**src/rtl/seg_reg.sv**
```systemverilog
// seg_reg: generic pipeline segment register (IF/ID, ID/EX, EX/MEM, MEM/WB).
// Each cycle it either captures one stage's payload, holds it on stall, or
// replaces it with a bubble on flush. Slot occupancy is tracked by a small FSM
// (S_EMPTY / S_RUN / S_HOLD), and a saturating counter records how long the
// current occupant has been stalled.
// Optional statistics (stall/flush/bubble cycle counters) are compiled in when
// the macro SEG_REG_PERF_EN is defined.
module seg_reg #(
  parameter int          DATA_W   = 128,
  parameter int          PC_W     = 32,
  parameter logic [31:0] NOP_INST = 32'h00000013,
  parameter int          HOLD_W   = 4
) (
  input  logic              clk,
  input  logic              rst,
  input  logic              en,
  input  logic              stall,
  input  logic              flush,
  input  logic              valid_in,
  input  logic [PC_W-1:0]   pc_in,
  input  logic [31:0]       inst_in,
  input  logic [DATA_W-1:0] data_in,
  output logic              valid_out,
  output logic [PC_W-1:0]   pc_out,
  output logic [31:0]       inst_out,
  output logic [DATA_W-1:0] data_out,
  output logic              held,
  output logic [HOLD_W-1:0] hold_cnt
`ifdef SEG_REG_PERF_EN
  ,
  output logic [31:0]       stall_cyc,
  output logic [31:0]       flush_cyc,
  output logic [31:0]       bubble_cyc
`endif
);

  typedef enum logic [1:0] {
    S_EMPTY = 2'd0,
    S_RUN   = 2'd1,
    S_HOLD  = 2'd2
  } state_t;

  localparam logic [HOLD_W-1:0] HOLD_MAX = {HOLD_W{1'b1}};
  localparam logic [HOLD_W-1:0] HOLD_ONE = HOLD_W'(1);

  state_t state_reg;

  // Slot FSM with registered payload and status outputs.
  // Priority: reset, then debug halt (en=0 freezes everything), flush, stall, load.
  always_ff @(posedge clk or posedge rst) begin
    if (rst) begin
      state_reg <= S_EMPTY;
      valid_out <= 1'b0;
      pc_out    <= '0;
      inst_out  <= NOP_INST;
      data_out  <= '0;
      held      <= 1'b0;
      hold_cnt  <= '0;
    end else if (en) begin
      if (flush) begin
        // Bubble: flush beats a coincident stall (branch redirect over load-use).
        state_reg <= S_EMPTY;
        valid_out <= 1'b0;
        pc_out    <= '0;
        inst_out  <= NOP_INST;
        data_out  <= '0;
        held      <= 1'b0;
        hold_cnt  <= '0;
      end else if (stall) begin
        // Payload holds; only an occupied slot counts stall cycles.
        if (state_reg != S_EMPTY) begin
          state_reg <= S_HOLD;
          held      <= 1'b1;
          if (hold_cnt != HOLD_MAX) begin
            hold_cnt <= hold_cnt + HOLD_ONE;
          end
        end
      end else begin
        valid_out <= valid_in;
        pc_out    <= pc_in;
        held      <= 1'b0;
        hold_cnt  <= '0;
        if (valid_in) begin
          state_reg <= S_RUN;
          inst_out  <= inst_in;
          data_out  <= data_in;
        end else begin
          // Invalid slots are scrubbed so they never carry side-effect controls.
          state_reg <= S_EMPTY;
          inst_out  <= NOP_INST;
          data_out  <= '0;
        end
      end
    end
  end

`ifdef SEG_REG_PERF_EN
  logic valid_next;

  // Slot validity that the FSM will present after the coming edge.
  always_comb begin
    valid_next = valid_in;
    if (flush) begin
      valid_next = 1'b0;
    end else if (stall) begin
      valid_next = valid_out;
    end
  end

  // Statistics counters; wrap modulo 2^32 and freeze during debug halt.
  always_ff @(posedge clk or posedge rst) begin
    if (rst) begin
      stall_cyc  <= '0;
      flush_cyc  <= '0;
      bubble_cyc <= '0;
    end else if (en) begin
      if (stall && !flush) begin
        stall_cyc <= stall_cyc + 32'd1;
      end
      if (flush) begin
        flush_cyc <= flush_cyc + 32'd1;
      end
      if (!valid_next) begin
        bubble_cyc <= bubble_cyc + 32'd1;
      end
    end
  end
`endif

endmodule

```
**config.mk**
```make
export PLATFORM = sky130hd
export DESIGN_NAME = seg_reg
export DESIGN_NICKNAME = d
export VERILOG_FILES = /design/src/rtl/seg_reg.sv
export SDC_FILE = /design/constraint.sdc
export NUM_CORES = 1
export LEC_CHECK = 0
export ABC_AREA = 0
export BUFFER_PORTS_ARGS = -buffer_cell sky130_fd_sc_hd__buf_2
export CORE_AREA = 2 2 156 158
export CTS_CLUSTER_DIAMETER = 30
export DETAILED_ROUTE_END_ITERATION = 8
export DIE_AREA = 0 0 158 160
export SLEW_MARGIN = 20
export SYNTH_ARGS = -nofsm -noshare
export SYNTH_HDL_FRONTEND = slang
export SYNTH_SLANG_ARGS = --single-unit
```
**constraint.sdc**
```tcl
create_clock -name clk -period 18.2 [get_ports clk]
set_input_delay 2.73 -clock clk [delete_from_list [all_inputs] [get_ports clk]]
set_output_delay 2.73 -clock clk [all_outputs]
set_load 0.02 [all_outputs]
```
# After elaboration in Yosys (flattened, before gate mapping)
# Index checks and enable logic that the tools add are counted.
[op_classes] add_sub_neg=1 n_eq_ne=4 n_mux=21 reduce_logical=4
[ops] operator="$mux 128" count=3
[ops] operator="$mux 32" count=5
[ops] operator="$mux 4" count=4
[ops] operator="$mux 1" count=6
[ops] operator="$mux 2" count=3
[ops] operator="$ne 3x1->1 const B" count=2
[ops] operator="$add 4x1->4 const B" count=1
[ops] operator="$ne 4x4->1 const B" count=1
[ops] operator="$reduce_and 2->1" count=2
[ops] operator="$reduce_and 3->1" count=1
[ops] operator="$ne 2x1->1 const B" count=1
[ops] operator="$reduce_bool 2->1" count=1
[word_totals] register_bits=200 inputBits=198 output_inout_bits=198 elab_cells=37

# Logic depth before layout (Yosys ltp)
[logic_depth] depth_word=5 depth_mapped=7 mapped_depth_nobuf=5

# Least setup slack after synthesis
# OpenSTA, ideal clock, no wires.
[synth_timing] kind="input-to-reg" startpoint="input en" endpoint="register data_out[57]" setup_ns=0.121 arrival_ns=3.702 required_ns=18.079 slack_ns=14.377 cell_stages=5 n_path_buf=3 cell_sequence="clkbuf_1 -> nand2_2 -> buf_2 -> clkbuf_1 -> a22o_1"
[synth_via] elab_chain_len=1
[synth_rtl] item="from (decl)" line_no="16" source="input logic en,"
[synth_rtl] item="$reduce_and 2->1 (no line)"
[synth_rtl] item="to (signal assigned)" line_no="86" source="data_out <= data_in;"
[synth_rtl] item="to (decl)" line_no="26" source="output logic [DATA_W-1:0] data_out,"
# Every way passes these cells.
# A chain may end at the register's enable or synchronous reset.

# Worst setup path after layout
[layout_timing] startpoint="input flush" endpoint="register data_out[65]"
[layout_via] elab_chain_len=2 elab_cells_between_ends=3 classes_between="eq/ne (1); mux (1); reduce/logical (1)"
[layout_rtl] item="from (decl)" line_no="18" source="input logic flush,"
[layout_rtl] item="$ne 2x1->1 (no line)"
[layout_rtl] item="$reduce_and 2->1 (no line)"
# Several ways; a longest one is shown, not always the timed one.

==> impl_metrics.csv <==
group,metric,value,unit
cells_and_area,final_nets,1206,
cells_and_area,area_delta_synth_final,36.7,%
cells_and_area,drive_gt1_share,43.2,%
die,dieHeight,160,µm
sta,finalHoldViolations,0,
sta,setup_tns,0,ns
power,p_sw_share,29.5,%
die,floorplan.io_pins,396,
route,wl_per_cell,16.8,µm
sta,report.final.slew_viol_count,0,
clock_network,clockRootBuffer,"clkbuf_16",
route,first_pass_iters,4,
global_routing,grt_max_degree,129,
die,core-area,0.0238,mm²
route,wl,22600,µm
clock_network,clock-sinks,199,
sta,rsz0062_at_grt,"no",
global_routing,grt_antenna_before_repair,2,
power,vdd_drop_max,0.0000485,V
cells_and_area,largest_register,"data_out",
synth,syn-instance-count,640,
clock_network,cts_buffers,17,
global_routing,grt_pass1_vias,6056,
clock_network,clkTransAtPathRegs,0.07,ns
die,die_w,158,µm
setup_path,end_kind,"register",
route,ant_nets,0,
place,placed_cells,1312,
power,pwr-share-comb,14.4,%
sta,worstMarginPinSlew,0.947,ns
route,drt_iter0_drc,478,
synth,syn_nets,839,
place,hpwl,15200,µm
place,place.gp.congestion,0.736,
synth,synth_cell_types,30,
setup_path,critPathLaunchType,"input pin",
synth,synth_edf_count,0,
cells_and_area,reg_top3,"data_out (128), inst_out (32), pc_out (32)",
power,clock_power_share,37.4,%
place,placed_cell_area,0.00970,mm²
clock_network,htree_levels,4,
cells_and_area,largest_register_ffs,128,
synth,synth_seq_area_share,66.2,%
route,vias,6289,
synth,avgSynthCellArea,11.8,µm²
job,maxCapViolCount,0,
synth,ys.flop_type,"dfrtp_1",
clock_network,cts_hold_buffers,0,
setup_path,worstSetupPathType,"input pin to register",
clock_network,clockBufferDepth,2,
setup_path,arrival,5.23,ns
setup_path,r2r_setup_slack,16.65,ns
die,initial_core_util,31.6,%
clock_network,cts_tree,"built",
sta,fin_crit_sh,26.8,%
clock_network,postCtsSetupBuffers,0,
power,powerDensity,97.6,mW/mm²
clock_network,clock_latency,0.42,ns
die,rows,57,
outcome,status,"finished, final reports clean",
power,p_leak,5.95,nW
die,die_area,0.0253,mm²
sta,setup-violations-final,0,
place,io_buffers,395,
synth,synth_warnings,0,
synth,synth_area,0.00752,mm²
power,power.switching,0.296,mW
route,post-route-drc-count,0,
sta,timing.fmax,205,MHz
sta,max_slew_margin,36.9,%
setup_path,required,18.56,ns
cells_and_area,finalInstanceArea,0.0103,mm²
power,internal-power,0.708,mW
sta,fin_crit,4.88,ns
global_routing,grt_pass1_wl,33900,µm
global_routing,grt_usage,17.2,%
global_routing,overflow,0,
cells_and_area,instances_no_fill,1346,
route,detail_route.vias_per_cell,4.67,
sta,finalClockSkew,0.00643,ns
power,pwr-share-seq,48.2,%
worst_hold_path,worstHoldPathType,"register to register",
synth,ys_seq_elements,199,
synth,async_reset_ff_share,100,%
clock_network,cts_resized,0,
setup_path,path_max_fanout,87,
[layout make-up]
type	count	area, µm²
fill	2381	13500
clock inverter	13	133
multi-input combinational	385	2280
tap	324	405
antenna	2	5.00
sequential	199	4980
clock buffer	19	443
timing repair buffer	400	2010
inverter	4	22.5
[per-layer routing]
metal | routed length [µm] | GRT usage [%]
met1 | 9300 | 21.2
met2 | 10700 | 28.3
met3 | 2110 | 5.51
met4 | 471 | 6.39
met5 | 0 | 0
[cell usage after synthesis (2+ instances only)]
cell type	number	area, µm²
nor3_1	2	10.0
inv_1	4	15.0
buf_2	16	80.1
nor2_1	2	7.51
buf_6	7	78.8
dfstp_2	3	78.8
o22a_1	3	26.3
nand2_1	170	638
clkbuf_1	27	101
a22o_1	106	928
dfrtp_1	196	4900
a21oi_1	2	10.0
nand3_1	52	260
buf_4	2	15.0
nand3b_1	33	248
[per-stage QoR]
step | setup WS [ns] | util, % | total power, mW | hold WS, ns
2_1_floorplan | 10.05 | - | 0.574 | 0.501
5_1_grt | 13.16 | 43.2 | 1.05 | 0.480
3_3_place_gp | 12.91 | 40.7 | 0.637 | 0.445
4_1_cts | 13.34 | 43.2 | 1.02 | 0.465
6_report | 13.32 | 43.2 | 1.00 | 0.460
3_5_place_dp | 12.90 | 40.7 | 0.639 | 0.450
[final timing paths]
check	startpoint	endpoint	depth (start not counted)
max in group asynchronous	rst	data_out[47]$_DFFE_PP0P_	3
setup reg to reg	hold_cnt[0]$_DFFE_PP0P_	hold_cnt[3]$_DFFE_PP0P_	5
min in group asynchronous	rst	data_out[58]$_DFFE_PP0P_	2
hold / removal	data_out[49]$_DFFE_PP0P_	data_out[49]$_DFFE_PP0P_	2
hold reg to reg	data_out[49]$_DFFE_PP0P_	data_out[49]$_DFFE_PP0P_	2
setup / recovery	flush	data_out[65]$_DFFE_PP0P_	6
[power groups by stage]
stage	combinational (mW)	clock (mW)	sequential [mW]
3_5_place_dp	0.147	0	0.492
6_report	0.144	0.376	0.484
3_3_place_gp	0.146	0	0.492
2_1_floorplan	0.0470	0	0.527
4_1_cts	0.147	0.389	0.484
5_1_grt	0.157	0.409	0.487
[critical path: stages]
cell	delay (ns)
buf_2	0.28
nor2b_4	0.16
buf_4	0.49
and3b_4	0.46
buf_4	0.76
a22o_1	0.24
[layout by cell type, fill, tap and decap left out, types with 2 or more instances in the layout]
master	n
diode_2	2
a22o_1	106
clkinv_8	2
a21oi_1	2
dfstp_2	3
inv_8	4
o22a_1	3
dfrtp_1	196
inv_1	3
nor3_1	2
clkinv_4	2
nor2_1	2
buf_4	5
inv_6	5
nand3b_1	33
nand3_1	52
clkbuf_16	17
nand2_1	170
buf_2	395
[logic make-up (layout without fill, tap and decap cells)]
| family | after synthesis | count (layout) | share of synthesized area (%) |
|---|---|---|---|
| adders and majority gates | 1 | 1 | 0.166 |
| DFF | 199 | 199 | 66.2 |
| AOI/OAI and AO/OA | 117 | 117 | 13.4 |
| other | 0 | 2 | 0 |
| and+or+nand+nor | 267 | 267 | 16.3 |
| buffers and inverters | 56 | 436 | 3.86 |
No activity file was read; power rests on OpenSTA's default activity.
